==> src/rtl/regfile_pkg.sv <==
// Shared definitions for the register-file writeback scheduler.
package regfile_pkg;

    localparam int unsigned RF_AW    = 4;
    localparam int unsigned RF_DW    = 16;
    localparam int unsigned RF_NREGS = 16;

    // Scheduler phases: clearing the file, then normal writeback.
    typedef enum logic {
        ST_INIT = 1'b0,
        ST_RUN  = 1'b1
    } state_t;

    // Writeback source ids, also used as the round-robin pointer value.
    localparam logic SRC_ALU = 1'b0;
    localparam logic SRC_MEM = 1'b1;

endpackage

==> src/rtl/regfile_wb_scheduler_arb.sv <==
// Two-way ALU/MEM arbiter: round-robin on contention, or MEM-first when FIXED_PRIO is set.
module wb_rr_arb2
    import regfile_pkg::*;
#(
    parameter int unsigned FIXED_PRIO = 0
) (
    input  logic clk,
    input  logic rst,
    input  logic en,
    input  logic req_alu,
    input  logic req_mem,
    output logic gnt_alu,
    output logic gnt_mem
);

    logic rr_ptr;

    // Same-cycle grant; the pointer only matters when both sources request.
    always_comb begin
        gnt_alu = 1'b0;
        gnt_mem = 1'b0;
        if (en) begin
            if (req_alu && req_mem) begin
                if ((FIXED_PRIO != 0) || (rr_ptr == SRC_MEM)) begin
                    gnt_mem = 1'b1;
                end else begin
                    gnt_alu = 1'b1;
                end
            end else begin
                gnt_alu = req_alu;
                gnt_mem = req_mem;
            end
        end
    end

    // Pointer moves to the loser after a contested grant only.
    always_ff @(posedge clk) begin
        if (rst) begin
            rr_ptr <= SRC_ALU;
        end else if (en && req_alu && req_mem) begin
            rr_ptr <= gnt_alu ? SRC_MEM : SRC_ALU;
        end
    end

endmodule

==> src/rtl/regfile_wb_scheduler.sv <==
// Write-port sequencer for the register file: clear sequence, ALU/MEM arbitration, hazard scoreboard.
module regfile_wb_scheduler
    import regfile_pkg::*;
#(
    parameter int unsigned NREGS       = RF_NREGS,
    parameter int unsigned AW          = RF_AW,
    parameter int unsigned DW          = RF_DW,
    parameter int unsigned R0_WRITABLE = 1,
    parameter int unsigned FIXED_PRIO  = 0
) (
    input  logic             clk,
    input  logic             rst,
    input  logic             init_start,
    output logic             busy,
    input  logic             alu_req,
    input  logic [AW-1:0]    alu_reg,
    input  logic [DW-1:0]    alu_data,
    output logic             alu_gnt,
    input  logic             mem_req,
    input  logic [AW-1:0]    mem_reg,
    input  logic [DW-1:0]    mem_data,
    output logic             mem_gnt,
    input  logic             issue_valid,
    input  logic [AW-1:0]    issue_reg,
    input  logic [AW-1:0]    src1,
    input  logic [AW-1:0]    src2,
    output logic             stall,
    output logic [NREGS-1:0] pending,
    output logic             rf_we,
    output logic [AW-1:0]    rf_dst,
    output logic [DW-1:0]    rf_data
);

    state_t            state;
    logic [AW-1:0]     cnt;
    logic [NREGS-1:0]  pending_q;
    logic [AW-1:0]     last_dst;
    logic [DW-1:0]     last_data;
    logic              arb_en;
    logic              any_gnt;
    logic [AW-1:0]     sel_reg;
    logic [DW-1:0]     sel_data;
    logic [NREGS-1:0]  set_vec;
    logic [NREGS-1:0]  clr_vec;

    // A register is a hazard only if its pending write is not landing this cycle.
    function automatic logic hz(input logic [NREGS-1:0] p, input logic we,
                                input logic [AW-1:0] dst, input logic [AW-1:0] r);
        return p[r] & ~(we && (dst == r));
    endfunction

    // Grants are suppressed outside RUN and in any cycle that restarts the clear.
    assign arb_en = (state == ST_RUN) && !rst && !init_start;

    wb_rr_arb2 #(.FIXED_PRIO(FIXED_PRIO)) u_arb (
        .clk     (clk),
        .rst     (rst),
        .en      (arb_en),
        .req_alu (alu_req),
        .req_mem (mem_req),
        .gnt_alu (alu_gnt),
        .gnt_mem (mem_gnt)
    );

    assign busy    = (state == ST_INIT);
    assign pending = pending_q;

    // Write-port mux: clear walk, granted source, or idle hold.
    always_comb begin
        any_gnt  = alu_gnt | mem_gnt;
        sel_reg  = mem_gnt ? mem_reg  : alu_reg;
        sel_data = mem_gnt ? mem_data : alu_data;
        rf_we    = 1'b0;
        rf_dst   = last_dst;
        rf_data  = last_data;
        if (state == ST_INIT) begin
            rf_we   = 1'b1;
            rf_dst  = cnt;
            rf_data = '0;
        end else if (any_gnt) begin
            rf_we   = (R0_WRITABLE != 0) || (sel_reg != '0);
            rf_dst  = sel_reg;
            rf_data = sel_data;
        end
    end

    // Decode stall and scoreboard update vectors.
    always_comb begin
        stall   = busy | hz(pending_q, rf_we, rf_dst, src1) | hz(pending_q, rf_we, rf_dst, src2)
                | (issue_valid & hz(pending_q, rf_we, rf_dst, issue_reg));
        set_vec = (issue_valid && !stall) ? (NREGS'(1) << issue_reg) : '0;
        clr_vec = any_gnt ? (NREGS'(1) << sel_reg) : '0;
    end

    // Phase FSM and clear counter; init_start restarts only from RUN.
    always_ff @(posedge clk) begin
        if (rst) begin
            state <= ST_INIT;
            cnt   <= '0;
        end else begin
            case (state)
                ST_INIT: begin
                    cnt <= cnt + AW'(1);
                    if (cnt == AW'(NREGS - 1)) begin
                        state <= ST_RUN;
                    end
                end
                ST_RUN: begin
                    if (init_start) begin
                        state <= ST_INIT;
                        cnt   <= '0;
                    end
                end
                default: begin
                    state <= ST_INIT;
                    cnt   <= '0;
                end
            endcase
        end
    end

    // Scoreboard: set on issue beats clear on writeback for the same register.
    always_ff @(posedge clk) begin
        if (rst || (state == ST_INIT) || init_start) begin
            pending_q <= '0;
        end else begin
            pending_q <= (pending_q & ~clr_vec) | set_vec;
        end
    end

    // Remember the last driven destination/data so an idle port holds them.
    always_ff @(posedge clk) begin
        if (rst) begin
            last_dst  <= '0;
            last_data <= '0;
        end else begin
            last_dst  <= rf_dst;
            last_data <= rf_data;
        end
    end

endmodule

==> config.mk <==
export PLATFORM = sky130hd
export DESIGN_NAME = regfile_wb_scheduler
export DESIGN_NICKNAME = d
export VERILOG_FILES = /design/src/rtl/regfile_pkg.sv /design/src/rtl/regfile_wb_scheduler_arb.sv /design/src/rtl/regfile_wb_scheduler.sv
export SDC_FILE = /design/constraint.sdc
export NUM_CORES = 1
export LEC_CHECK = 0
export ABC_AREA = 0
export BUFFER_PORTS_ARGS = -buffer_cell sky130_fd_sc_hd__clkbuf_2
export CORE_MARGIN = 2
export CORE_UTILIZATION = 51
export DETAILED_ROUTE_END_ITERATION = 6
export PLACE_DENSITY = 0.79
export SYNTH_ARGS = -nofsm -noshare
export SYNTH_HDL_FRONTEND = slang
export SYNTH_HIERARCHICAL = 1
export SYNTH_SLANG_ARGS = --single-unit
==> constraint.sdc <==
create_clock -name clk -period 6.2 [get_ports clk]
set_clock_uncertainty 0.15 [all_clocks]
set_input_delay 0.93 -clock clk [delete_from_list [all_inputs] [get_ports clk]]
set_output_delay 0.93 -clock clk [all_outputs]
set_load 0.005 [all_outputs]
---- Word-level counts from Yosys, hierarchy flattened ----
Index checks and enable logic that the tools add are counted.
word-level totals
  register bits ........................... 42
  word-level logic and storage cells ...... 74
cells by class
  add/sub/neg operators ................... 1
  order comparisons ....................... 3
  equal/unequal tests ..................... 5
  shift-type cells ........................ 2
  multiplexer cells ....................... 28
  bitwise operators ....................... 15
  reduce and logical (&&, ||, !) cells .... 14
operators by type and width
  operator                                            count
  two-way mux 16 bit                                  5
  << shifter 1 x 4 -> 16 bit, first input constant    2
  bitwise AND 16 bit                                  1
  two-way mux 4 bit                                   4
  NOT 16 bit                                          1
  bitwise OR 16 bit                                   1
  < comparator 4 x 5 -> 1 bit, second input constant  3
  two-way mux 1 bit                                   14
  binary-select mux 1 bit (select 4 bit)              3
  equality test 4 bit                                 3
  logical AND 1 bit                                   9
  case mux 4 bit (2 select lines)                     1
  adder 4 x 1 -> 4 bit, second input constant         1
  bitwise AND 1 bit                                   4
  equality test 4 bit, second input constant          1
  NOT 1 bit                                           4
  bitwise OR 1 bit                                    4
  logical NOT 1 bit                                   3
  logical OR 1 bit                                    2
  inequality test 2 bit, second input constant        1
  case mux 1 bit (2 select lines)                     1

---- Longest topological paths before layout ----
  depth after elaboration ................. 18
  gate-level depth with buffers ........... 16

---- By module ----
Netlist, hierarchy kept.
by module, submodules not included
  module                instances  cells an instance  area each (um2)  sequential area each (um2)
  regfile_wb_scheduler  1          320                2,797.7          820.8
  wb_rr_arb2            1          10                 72.6             20.0

---- Least setup slack after synthesis ----
OpenSTA, ideal clock, no wires.
  path type ............................... input-to-output
  from .................................... input init_start
  to ...................................... output stall
  data arrival time ....................... 4.189 ns
  data required time ...................... 5.120 ns
  setup slack ............................. 0.931 ns
  stages on the path ...................... 11
  path buffers ............................ 1
  cells stage by stage .................... nand2b_1 -> nor2_1 -> clkbuf_1 -> nand2_1 -> a21oi_1 -> or3b_1 -> a31oi_2 -> mux2_2 -> o41ai_2 -> o221ai_2 -> or2_2
on the way
  word-level cells in the longest chain between the ends .. 13
RTL lines
  item                            RTL line                        RTL
  from (decl)                     regfile_wb_scheduler.sv:13      input logic init_start,
  logical NOT 1 bit (*)           regfile_wb_scheduler.sv:53      assign arb_en = (state == ST_RUN) && !rst && !init_start;
  logical AND 1 bit (*)           regfile_wb_scheduler.sv:53
  via arb_en                      regfile_wb_scheduler.sv:39      logic arb_en;
  two-way mux 1 bit (*)           regfile_wb_scheduler_arb.sv:22  if (en) begin
  via alu_gnt                     regfile_wb_scheduler.sv:18      output logic alu_gnt,
  bitwise OR 1 bit (*)            regfile_wb_scheduler.sv:70      any_gnt = alu_gnt | mem_gnt;
  two-way mux 4 bit               regfile_wb_scheduler.sv:80      end else if (any_gnt) begin
  two-way mux 4 bit               regfile_wb_scheduler.sv:76      if (state == ST_INIT) begin
  equality test 4 bit             regfile_wb_scheduler.sv:49      return p[r] & ~(we && (dst == r));
  logical AND 1 bit               regfile_wb_scheduler.sv:49
  NOT 1 bit                       regfile_wb_scheduler.sv:49
  bitwise AND 1 bit               regfile_wb_scheduler.sv:49
  bitwise OR 1 bit (2 in series)  regfile_wb_scheduler.sv:89      stall = busy | hz(pending_q, rf_we, rf_dst, src1) | hz(pending_q, rf_we, rf_dst, src2)
  bitwise OR 1 bit (*)            regfile_wb_scheduler.sv:90      | (issue_valid & hz(pending_q, rf_we, rf_dst, issue_reg));
  to (decl)                       regfile_wb_scheduler.sv:27      output logic stall,
The timed path passes the listed nets; every way through them passes the cells marked *.

---- Worst setup path after layout ----
  from .................................... input init_start
  to ...................................... output stall
on the way
  word-level cells in the longest chain between the ends .. 13
RTL lines
  item                                                          RTL line
  logical NOT 1 bit (*)                                         regfile_wb_scheduler.sv:53
  logical AND 1 bit (*)                                         regfile_wb_scheduler.sv:53
  two-way mux 1 bit                                             regfile_wb_scheduler_arb.sv:22
  two-way mux 4 bit / bitwise OR 1 bit (equally long branches)  regfile_wb_scheduler.sv:71, regfile_wb_scheduler.sv:70
  two-way mux 4 bit                                             regfile_wb_scheduler.sv:80
  two-way mux 4 bit                                             regfile_wb_scheduler.sv:76
  equality test 4 bit                                           regfile_wb_scheduler.sv:49
  logical AND 1 bit                                             regfile_wb_scheduler.sv:49
  NOT 1 bit                                                     regfile_wb_scheduler.sv:49
  bitwise AND 1 bit                                             regfile_wb_scheduler.sv:49
  bitwise OR 1 bit (2 in series)                                regfile_wb_scheduler.sv:89
  bitwise OR 1 bit (*)                                          regfile_wb_scheduler.sv:90
Mark *: on every way between the ends. The rest lies on a longest branch, timed or not.

==> results.md <==
- Wires add up to 8170 um.
- In this run, post-CTS repair resized a total of 0 instances.
- The chip width is approximately 79 um.
- In this run the critical register-to-register path is captured at pending[10].
- The starting density of the core is 0.524.
- The count of nets left with antenna violations once routing finished came out at 0.
- The worst-case hold path end point is state.
- The count of TritonRoute iterations in the first routing pass is 4.
- The first-pass GRT wire length is about 13000 um.
- After floorplanning, the core was divided into 27 placement rows.
- Yosys mapped a number of flops with a built-in enable equal to 0.
- The share of synthesized area in the top cell type comes to 0.293.
- The later pin in the worst-skew pair is clocked with a latency of about 0.30 ns.
- The flow ran to the end, and the final reports show no timing, DRC or antenna violations.
- For this run, the total global-route usage over all layers was measured as 0.267.
- Clock tree synthesis found a total of 42 sinks.
- The number of antenna diodes is 0.
- The maximum number of pins on one net before global-route repair is 42.
- Summing every instance area after synthesis gives roughly 0.0029 mm^2.
- The number of input and output port buffers inserted is 98.
- By area the synthesized netlist is led by dfxtp_1, mux4_2, nor2b_1.
- The Yosys step of the flow raised 6 warnings.
- The buffering stage count on the worst path with inverters included is 2.
- The post-synthesis sequential area ratio is 0.293.
- The instance count of the mapped netlist is 330.
- The worst path needs 5.38 ns of the cycle, external delays included.
- The placeable core region is ~0.0055 mm^2.
- For this block, the via count after detailed routing is 2988.
- The post-DP HPWL is roughly 6000 um.
- Along the worst path, the maximum fanout reaches 25.
- The cell at the root of the clock tree is clkbuf_8.
- The post-layout net count is around 470.
- The standby leakage power is roughly 1.4 nW.
- The fraction of final layout cells with drive strength greater than 1 is 0.329.
- The H-tree generated during clock tree synthesis spans 2 levels.
- The pin slew with the least headroom to its limit is about 1.1 ns.
- The final number of max-transition violations was 0.
- The worst hold-check path type is reg -> reg.
- The overall die height is 79.0 um.
- The worst setup path startpoint is init_start.
- Counting flops and latches in the post-synthesis netlist gives 42.
- The signal on the critical path passes through clkbuf_2 -> nand2b_1 -> nor2_1 -> nand2_1 -> a21oi_4 -> nand2b_1 -> a31oi_2 -> mux2_2 -> o41ai_2 -> o221ai_2 -> or2_2 -> clkbuf_2.
- Synthesis produced a netlist with a net count of about 390.
- The most frequently used cell type in the post-synthesis netlist is dfxtp_1.
- The number of DRC markers after the initial detailed-route iteration is 242.
- Derived from the worst setup path, the maximum achievable clock frequency is approximately 190 MHz.
- In this run the critical register-to-register path is launched from state.
- The cell type of the slowest stage on the worst timing path is a21oi_4.
- The via count of the first global-routing pass was 2842.
- The total DRC errors in the routed layout is 0.
- The final-layout fill cell count is 488.
- The data arrival time of the critical path is 4.30 ns.
- The category of the critical setup timing path is in -> out.
- The final estimated routing congestion in global placement is roughly 0.9.
- The maximum single-stage delay on the critical path is between 0.4 and 0.5 ns.
- In the final routed layout, each cell accounts on average for 16.8 um.
- IR analysis of the VDD net gives a maximum drop of 0.136 mV.
- STA classifies the critical path endpoint as a primary output.
- Once placement completed, the tool counted placed cells totaling roughly 480.
- Compared with the post-synthesis result, the final layout area differs by 21.1%.
- The number of buffers inserted for hold repair after clock tree synthesis is 0.
- The power density of the placed cells is approximately 150 mW/mm^2.
- The number of distinct library cell variants in the gate-level netlist after synthesis is just over 50.
- The final-report hold violation count was 0.
- The tool flagged a number of max-cap violations equal to 0.
- Setup repair after global routing left no endpoint under its margin.
- Dividing the final minimum period by the clock period gives 0.867.
- After synthesis, the share of flip-flops with an asynchronous set or reset is 0.
- The TritonCTS clock tree is built.
- The count of boundary I/O pins is 99.
- For this run, the share of the core covered by cells in the final layout is 0.635.
- The register-to-register path setup slack is about 2.3 ns.
- The clock passes through at most 2 buffers.
- The critical hold path startpoint is cnt[3].
- Summing all multi-input logic gate instances after layout gives between 0.0015 and 0.002 mm^2.
- By count the netlist is led by dfxtp_1, nor2b_1, clkbuf_1.
- The sequential cells in the finished layout cover a total of about 840 um^2.
- The number of antenna violations at the first check in global routing is 0.
- Dividing the synthesized area by the synthesized cell count gives approximately 8.7 um^2.
- The clock-pin slew on the worst setup and hold paths is ~0.080 ns.
- In this run the tightest slew margin relative to its limit is 0.281.
- The number of cells on the worst reg-to-reg path is 11.
- The worst setup path is launched from an input port.
- The total overflow left after global routing is 0.
- Clock tree synthesis inserted a total of 5 buffers.
- The number of setup buffers added after CTS is 0.
- The die covers ~0.0062 mm^2.
- The commonest register cell after synthesis is dfxtp_1.
- The dominant cell type by area after synthesis is dfxtp_1.
- The final standard cell count with taps included and fillers excluded is between 400 and 500.
- After detailed routing, the number of vias per cell comes to 6.16.
- Setup violations remaining at the end of the flow were counted as 0.
- The cell family contributing the most delay on the critical path is compound AO/OA/AOI/OAI gates.
- Setup total negative slack on the finished layout was measured at 0 ns.
- The worst hold path passes through 2 cells.
- For the worst setup path, the data required time is about 5.1 ns.
[state kept, by name, indices dropped and copies added, names as in the netlist]
name and cells:
last_data 16, u_arb/rr_ptr 1, last_dst 4, cnt 4, pending 16, state 1
[worst min-delay path, cell delays in order (launching register included)]
cell and delay [ns]:
dfxtp_1 0.34, nand4_1 0.07, a21oi_1 0.06
[layout by cell type, fill, tap and decap left out, types with 2 or more instances in the layout]
cell type   n
xor2_1      5
o21ai_0     4
mux4_2     13
a32oi_1     2
nand3b_1    2
a21oi_1     8
or4_1       2
clkbuf_8    6
a31oi_1     2
nor2_1     16
nand4_1     4
a22oi_1     2
nand2b_1    5
o211ai_1   17
inv_1      12
nand3_1     6
o32a_1      4
o31ai_1    16
nor2b_1    37
o2111ai_1   2
dfxtp_1    42
a21oi_4     2
clkbuf_2   98
mux2i_1     5
nand2_1    16
or2_2       2
nor4_1     18
nor3_1     18
a211oi_1   17
buf_4       5
mux2_2      3
[per-layer routing]
| layer | share of wire | vias to the layer above | GRT usage |
|---|---|---|---|
| met2 | 0.47 | 130 | 0.435 |
| met4 | 0.049 | 0 | 0.145 |
| met1 | 0.42 | 1393 | 0.338 |
| met5 | 0 | - | 0 |
| li1 | - | 1426 | - |
| met3 | 0.061 | 39 | 0.0443 |
[power breakdown]
group,switching [W],internal (W),total (W)
clock network,0.0000988,0.0000921,0.000191
logic,0.0000385,0.0000303,0.0000687
registers,0.00000311,0.000272,0.000275
[final cells by class]
class,instances,share of cell area
Timing Repair Buffer,103,0.152
Inverter,12,0.0130
Clock buffer,7,0.0248
Tap cell,72,0.0259
Multi-Input combinational cell,248,0.540
Sequential cell,42,0.242
Clock inverter,1,0.00252
[worst max-delay path by stage]
stage	slack [ns]	cells past startpoint	endpoint
after floorplan	0.93	11	stall
after global placement	1.02	12	stall
after detailed placement	0.90	12	stall
after CTS	0.88	12	stall
after global routing	0.55	12	stall
final	0.82	12	stall
[logic make-up after synthesis]
logic type / count (synthesis) / synth area share
and+or+nand+nor: 133 / 0.259
AOI/OAI and AO/OA: 86 / 0.228
DFF: 42 / 0.293
buffers and inverters: 40 / 0.0615
muxes: 22 / 0.136
xor gates and xnor gates: 6 / 0.0183
adders and majority gates: 1 / 0.00436
[metrics by stage]
step           hold WS, ns  cell area, um^2  power (W)  setup WS, ns
6_report             0.369             3470   0.000535         0.824
2_1_floorplan        0.326             2870   0.000317         0.931
3_3_place_gp         0.353             3380   0.000348          1.02
3_5_place_dp         0.347             3380   0.000350         0.896
4_1_cts              0.365             3470   0.000536         0.880
5_1_grt              0.405             3470   0.000556         0.551
No activity file was read; power rests on OpenSTA's default activity.
